<file path="src/rtl/imem_boot_controller.sv">
// Boot sequencer: holds the core in reset while a host loads imem, then releases it and pulses run.
// Latency: every command takes effect on the registered outputs one cycle after acceptance; cmd_ready_o is low only in RELEASE.
module imem_boot_controller #(
    parameter logic [31:0] START_ADDR     = 32'h8000_0000,
    parameter int unsigned DEPTH          = 12,
    parameter int unsigned RELEASE_CYCLES = 2
) (
    input  logic             clk_i,
    input  logic             reset_i,
    input  logic             cmd_valid_i,
    output logic             cmd_ready_o,
    input  logic [1:0]       cmd_op_i,
    input  logic [31:0]      cmd_data_i,
    output logic             core_reset_o,
    output logic             run_o,
    output logic [31:0]      insn_addr_o,
    output logic [31:0]      insn_din_o,
    output logic             insn_we_o,
    output logic [DEPTH:0]   word_count_o,
    output logic             err_o,
    output logic             busy_o
);

    typedef enum logic [1:0] {
        S_IDLE    = 2'd0,
        S_LOAD    = 2'd1,
        S_RELEASE = 2'd2,
        S_RUN     = 2'd3
    } state_t;

    localparam logic [1:0] OP_SET_ADDR = 2'd0;
    localparam logic [1:0] OP_WRITE    = 2'd1;
    localparam logic [1:0] OP_START    = 2'd2;
    localparam logic [1:0] OP_HALT     = 2'd3;

    // End bound is computed one bit wider so a window touching 2^32 cannot overflow.
    localparam logic [32:0]    END_ADDR = {1'b0, START_ADDR} + (33'd4 << DEPTH);
    localparam logic [DEPTH:0] WC_MAX   = '1;
    localparam logic [3:0]     REL_INIT = 4'(RELEASE_CYCLES);

    state_t          state_q, state_d;
    logic [31:0]     wptr_q, wptr_d;
    logic [3:0]      cnt_q, cnt_d;
    logic [DEPTH:0]  wc_q, wc_d;
    logic            err_q, err_d;
    logic            we_q, we_d;
    logic [31:0]     addr_q, addr_d;
    logic [31:0]     din_q, din_d;
    logic            run_q, run_d;
    logic            core_reset_q, core_reset_d;
    logic            busy_q, busy_d;
    logic            ready_q, ready_d;

    logic            cmd_fire;
    logic            in_range;

    assign cmd_fire = cmd_valid_i & ready_q;
    assign in_range = ({1'b0, wptr_q} >= {1'b0, START_ADDR}) && ({1'b0, wptr_q} < END_ADDR);

    always_ff @(posedge clk_i) begin
        if (reset_i) begin
            state_q      <= S_IDLE;
            wptr_q       <= START_ADDR;
            cnt_q        <= '0;
            wc_q         <= '0;
            err_q        <= 1'b0;
            we_q         <= 1'b0;
            addr_q       <= '0;
            din_q        <= '0;
            run_q        <= 1'b0;
            core_reset_q <= 1'b1;
            busy_q       <= 1'b0;
            ready_q      <= 1'b1;
        end else begin
            state_q      <= state_d;
            wptr_q       <= wptr_d;
            cnt_q        <= cnt_d;
            wc_q         <= wc_d;
            err_q        <= err_d;
            we_q         <= we_d;
            addr_q       <= addr_d;
            din_q        <= din_d;
            run_q        <= run_d;
            core_reset_q <= core_reset_d;
            busy_q       <= busy_d;
            ready_q      <= ready_d;
        end
    end

    always_comb begin
        state_d      = state_q;
        wptr_d       = wptr_q;
        cnt_d        = cnt_q;
        wc_d         = wc_q;
        err_d        = err_q;
        we_d         = 1'b0;
        addr_d       = addr_q;
        din_d        = din_q;
        run_d        = 1'b0;
        core_reset_d = core_reset_q;
        busy_d       = busy_q;

        case (state_q)
            S_IDLE, S_LOAD: begin
                if (cmd_fire) begin
                    case (cmd_op_i)
                        OP_SET_ADDR: begin
                            wptr_d  = cmd_data_i & ~32'd3;
                            state_d = S_LOAD;
                        end
                        OP_WRITE: begin
                            state_d = S_LOAD;
                            wptr_d  = wptr_q + 32'd4;
                            if (in_range) begin
                                we_d   = 1'b1;
                                addr_d = wptr_q;
                                din_d  = cmd_data_i;
                                if (wc_q != WC_MAX) begin
                                    wc_d = wc_q + 1'b1;
                                end
                            end else begin
                                err_d = 1'b1;
                            end
                        end
                        OP_START: begin
                            state_d      = S_RELEASE;
                            core_reset_d = 1'b0;
                            busy_d       = 1'b1;
                            cnt_d        = REL_INIT;
                        end
                        default: begin
                            // HALT while loading leaves everything as it is.
                        end
                    endcase
                end
            end
            S_RELEASE: begin
                if (cnt_q <= 4'd1) begin
                    state_d = S_RUN;
                    run_d   = 1'b1;
                end else begin
                    cnt_d = cnt_q - 4'd1;
                end
            end
            S_RUN: begin
                if (cmd_fire) begin
                    if (cmd_op_i == OP_HALT) begin
                        state_d      = S_IDLE;
                        core_reset_d = 1'b1;
                        busy_d       = 1'b0;
                        wc_d         = '0;
                    end else begin
                        err_d = 1'b1;
                    end
                end
            end
            default: state_d = S_IDLE;
        endcase
    end

    // Ready is registered, so it is derived from the state being entered.
    assign ready_d = (state_d != S_RELEASE);

    assign cmd_ready_o  = ready_q;
    assign core_reset_o = core_reset_q;
    assign run_o        = run_q;
    assign insn_addr_o  = addr_q;
    assign insn_din_o   = din_q;
    assign insn_we_o    = we_q;
    assign word_count_o = wc_q;
    assign err_o        = err_q;
    assign busy_o       = busy_q;

endmodule

</file>
<file path="config.mk">
export PLATFORM = sky130hd
export DESIGN_NAME = imem_boot_controller
export DESIGN_NICKNAME = d
export VERILOG_FILES = /design/src/rtl/imem_boot_controller.sv
export SDC_FILE = /design/constraint.sdc
export NUM_CORES = 1
export LEC_CHECK = 0
export BUFFER_PORTS_ARGS = -buffer_cell sky130_fd_sc_hd__buf_2
export CAP_MARGIN = 30
export CORE_MARGIN = 2
export CORE_UTILIZATION = 40
export CTS_CLUSTER_DIAMETER = 150
export DETAILED_ROUTE_END_ITERATION = 8
export PLACE_DENSITY = 0.7
export SLEW_MARGIN = 0
export SYNTH_ARGS = -nofsm -noshare
export SYNTH_HDL_FRONTEND = slang
export SYNTH_SLANG_ARGS = --single-unit
</file>
<file path="constraint.sdc">
create_clock -name clk_i -period 4.1 [get_ports clk_i]
set_clock_uncertainty 0.15 [all_clocks]
set_input_delay 0.41 -clock clk_i [delete_from_list [all_inputs] [get_ports clk_i]]
set_output_delay 0.41 -clock clk_i [all_outputs]
set_load 0.05 [all_outputs]
</file>
==> run metrics <==
GRT Total Usage 19.7%; post-CTS sizing 0; Starting DRT DRC Count 437; critical-path cell list nand4bb_1 -> buf_4 -> nor2_1 -> and3_1 -> buf_4 -> nor2_1 -> and2_1; Hold EP insn_din_o[1]$_SDFFE_PP0P_; placement-stage cell area 5910 µm²; Async SR Flop Fraction 0%; sequential-to-total area share from yosys stat 44.5%; cts bufs inserted 17; top cells by count, synth 127 x nand2_1, 117 x dfxtp_1, 83 x a21oi_1; Max transition margin 46.4%; initial antenna violation count 0; routed vias 5018; Tmin final 2770 ps; Post-layout nets 799; drt drc 0; Yosys reg bits 117; Synth area leader dfxtp_1; RePlAce Congestion 0.828; Top Family by Delay on Critical Path simple AND/OR/NAND/NOR gates; hold path start cmd_data_i[1]; Reg2Reg Capture Point insn_addr_o[25]$_SDFFE_PP0P_; CTS tree yes; total gr overflow 0; reg2reg start state_q[1]$_SDFF_PP0_; clock sinks 117; CTS Hold Buffers Added 0; most instantiated library cell after synthesis nand2_1; Yosys warnings 0; Post-synth EDFFs 0; post-layout instance area 6490 µm²; largest stage delay on the critical path 430 ps; peak supply drop 0.265 mV; Final Cycle Share 67.6%; fillcell total 1280; CP max FO 46; IO Pins 120; pins over their slew limit 0; clock transition at the registers of the reported paths 60 ps; Max-cap violations 0; TNS Setup 0 ps; Setup CP Type register to register; Leak Pwr 0.00256 µW; core area 12700 µm²; die width 119 µm; Final setup viols 0; P per Cell Area 441 nW/µm²; syn_area_per_cell 7.94 µm²; Hold Crit Depth 3; register area 2340 µm²; post-synth cell types 58; CP endpoint kind register; die height 119 µm; Multi-input gate area 2670 µm²; fmax 0.361 GHz; worst r2r path cells 7; Cell Area, Synth 5260 µm²; Via density 5.33; status completed; clock tree buffer depth 2; Overall Power 2860 µW; Rows 41; area delta synth->final 23.4%; Buf/Inv on CP 2; die area 14100 µm²; setup slack, reg-to-reg 1330 ps; startpoint class of the critical path register; Crit-path slowest cell nor2_1; Root Driver clkbuf_16; share of the synthesized area in the top cell type 44.5%; WL/cell 14.6 µm; post-layout util 51.0%; Fin. Hold Viols 0; later-pin clock latency in the skew report 430 ps; Port Buf Inserts 117; cell count after synthesis 663; number of global-route vias before repair 4586; Starting Density 41.4%; DRT Pass-1 Iters 5; Slew @ Worst Pin 801 ps; top cells by area, synth dfxtp_1 45%, nand2_1 9.1%, a21oi_1 7.9%, o21ai_0 2.8%, nor2_1 2.7%; CP Data Arrival Time 2940 ps; Top FF cell, synth dfxtp_1; hpwl dp 9.09 mm; Post-CTS Setup Bufs 0; diode count 0; first-pass GRT wire length 22.6 mm; layout cells sized above 1 22.1%; largest net degree at the start of global routing 66; final WL 13.7 mm; critical path required time 4270 ps; H-Tree Depth 4; DRT antenna net count 0; hold crit path type input pin to register; RSZ-0062 raised after global routing false
[how the worst max path moves through the flow]
| stage | startpoint | to | slack [ps] | cells after the start |
|---|---|---|---|---|
| final | state_q[1]$_SDFF_PP0_ | insn_addr_o[25]$_SDFFE_PP0P_ | 1330 | 7 |
| after floorplan | word_count_o[0]$_SDFFE_PP0P_ | word_count_o[11]$_SDFFE_PP0P_ | 1620 | 8 |
| after detailed placement | cmd_op_i[1] | insn_addr_o[22]$_SDFFE_PP0P_ | 1220 | 8 |
| after CTS | state_q[1]$_SDFF_PP0_ | insn_addr_o[25]$_SDFFE_PP0P_ | 1320 | 7 |
| after global routing | state_q[1]$_SDFF_PP0_ | insn_addr_o[14]$_SDFFE_PP0P_ | 1100 | 7 |
| after global placement | cmd_op_i[1] | insn_addr_o[29]$_SDFFE_PP0P_ | 1270 | 8 |
[metrics by stage]
stage	hold WS, ps	instances	setup slack (ps)
after global placement	287	910	1270
final	75.2	942	1330
after CTS	61.4	942	1320
after floorplan	290	664	1620
after global routing	67.7	942	1100
after detailed placement	288	910	1220
[power breakdown]
group | internal [µW] | switching, µW | total [µW]
Clock | 869 | 555 | 1420
Combinational | 76.4 | 158 | 234
Sequential | 1170 | 36.7 | 1200
[per-layer routing]
layer	vias to the layer above	routed length (µm)	GRT usage (%)
li1	2533	-	-
met3	16	1060	7.14
met5	-	0	0
met4	0	136	6.40
met1	2307	6580	26.7
met2	162	5940	29.2
[worst reg2reg max path, cell delays in order, from the launching register on]
cell       delay [ps]
dfxtp_1           420
nand4bb_1         230
buf_4             220
nor2_1            440
and3_1            240
buf_4             390
nor2_1            310
and2_1            250
[cell type report]
cell class,count,area share [%]
clock buffer,19,6.98
sequential,117,36.1
multi-input combinational,485,41.2
timing repair buffer,124,9.83
inverter,12,0.694
clock inverter,13,1.93
tap,172,3.31
[cell usage in the layout, fill, tap and decap left out, types with 7 or more instances in the layout]
| master | instances |
|---|---|
| a211oi_1 | 10 |
| a21oi_1 | 83 |
| and2_1 | 20 |
| and3_1 | 12 |
| and4_1 | 7 |
| buf_2 | 117 |
| buf_4 | 7 |
| clkbuf_16 | 17 |
| dfxtp_1 | 117 |
| inv_1 | 12 |
| nand2_1 | 127 |
| nand2b_1 | 7 |
| nand3_1 | 20 |
| nand4_1 | 10 |
| nor2_1 | 38 |
| nor3_1 | 12 |
| nor4_1 | 11 |
| o21ai_0 | 29 |
| o31ai_1 | 11 |
[kinds of logic (layout without fill, tap and decap cells)]
family / Yosys count / count (layout) / share of synthesized area, %
flip-flops: 117 / 117 / 44.5
other: 1 / 2 / 0.0713
adder cells (fa/ha/maj): 5 / 5 / 1.19
AND/OR/NAND/NOR: 301 / 301 / 28.8
multiplexers: 5 / 5 / 0.951
AO/OA/AOI/OAI: 172 / 172 / 19.5
buffers and inverters: 62 / 168 / 4.97
[state kept, by name (all words and copies together) (netlist names)]
name,flops
cnt_q,4
run_o,1
insn_we_o,1
wptr_q,30
state_q,2
insn_addr_o,30
core_reset_o,1
cmd_ready_o,1
insn_din_o,32
busy_o,1
word_count_o,13
err_o,1
(Power assumes the default switching activity.)
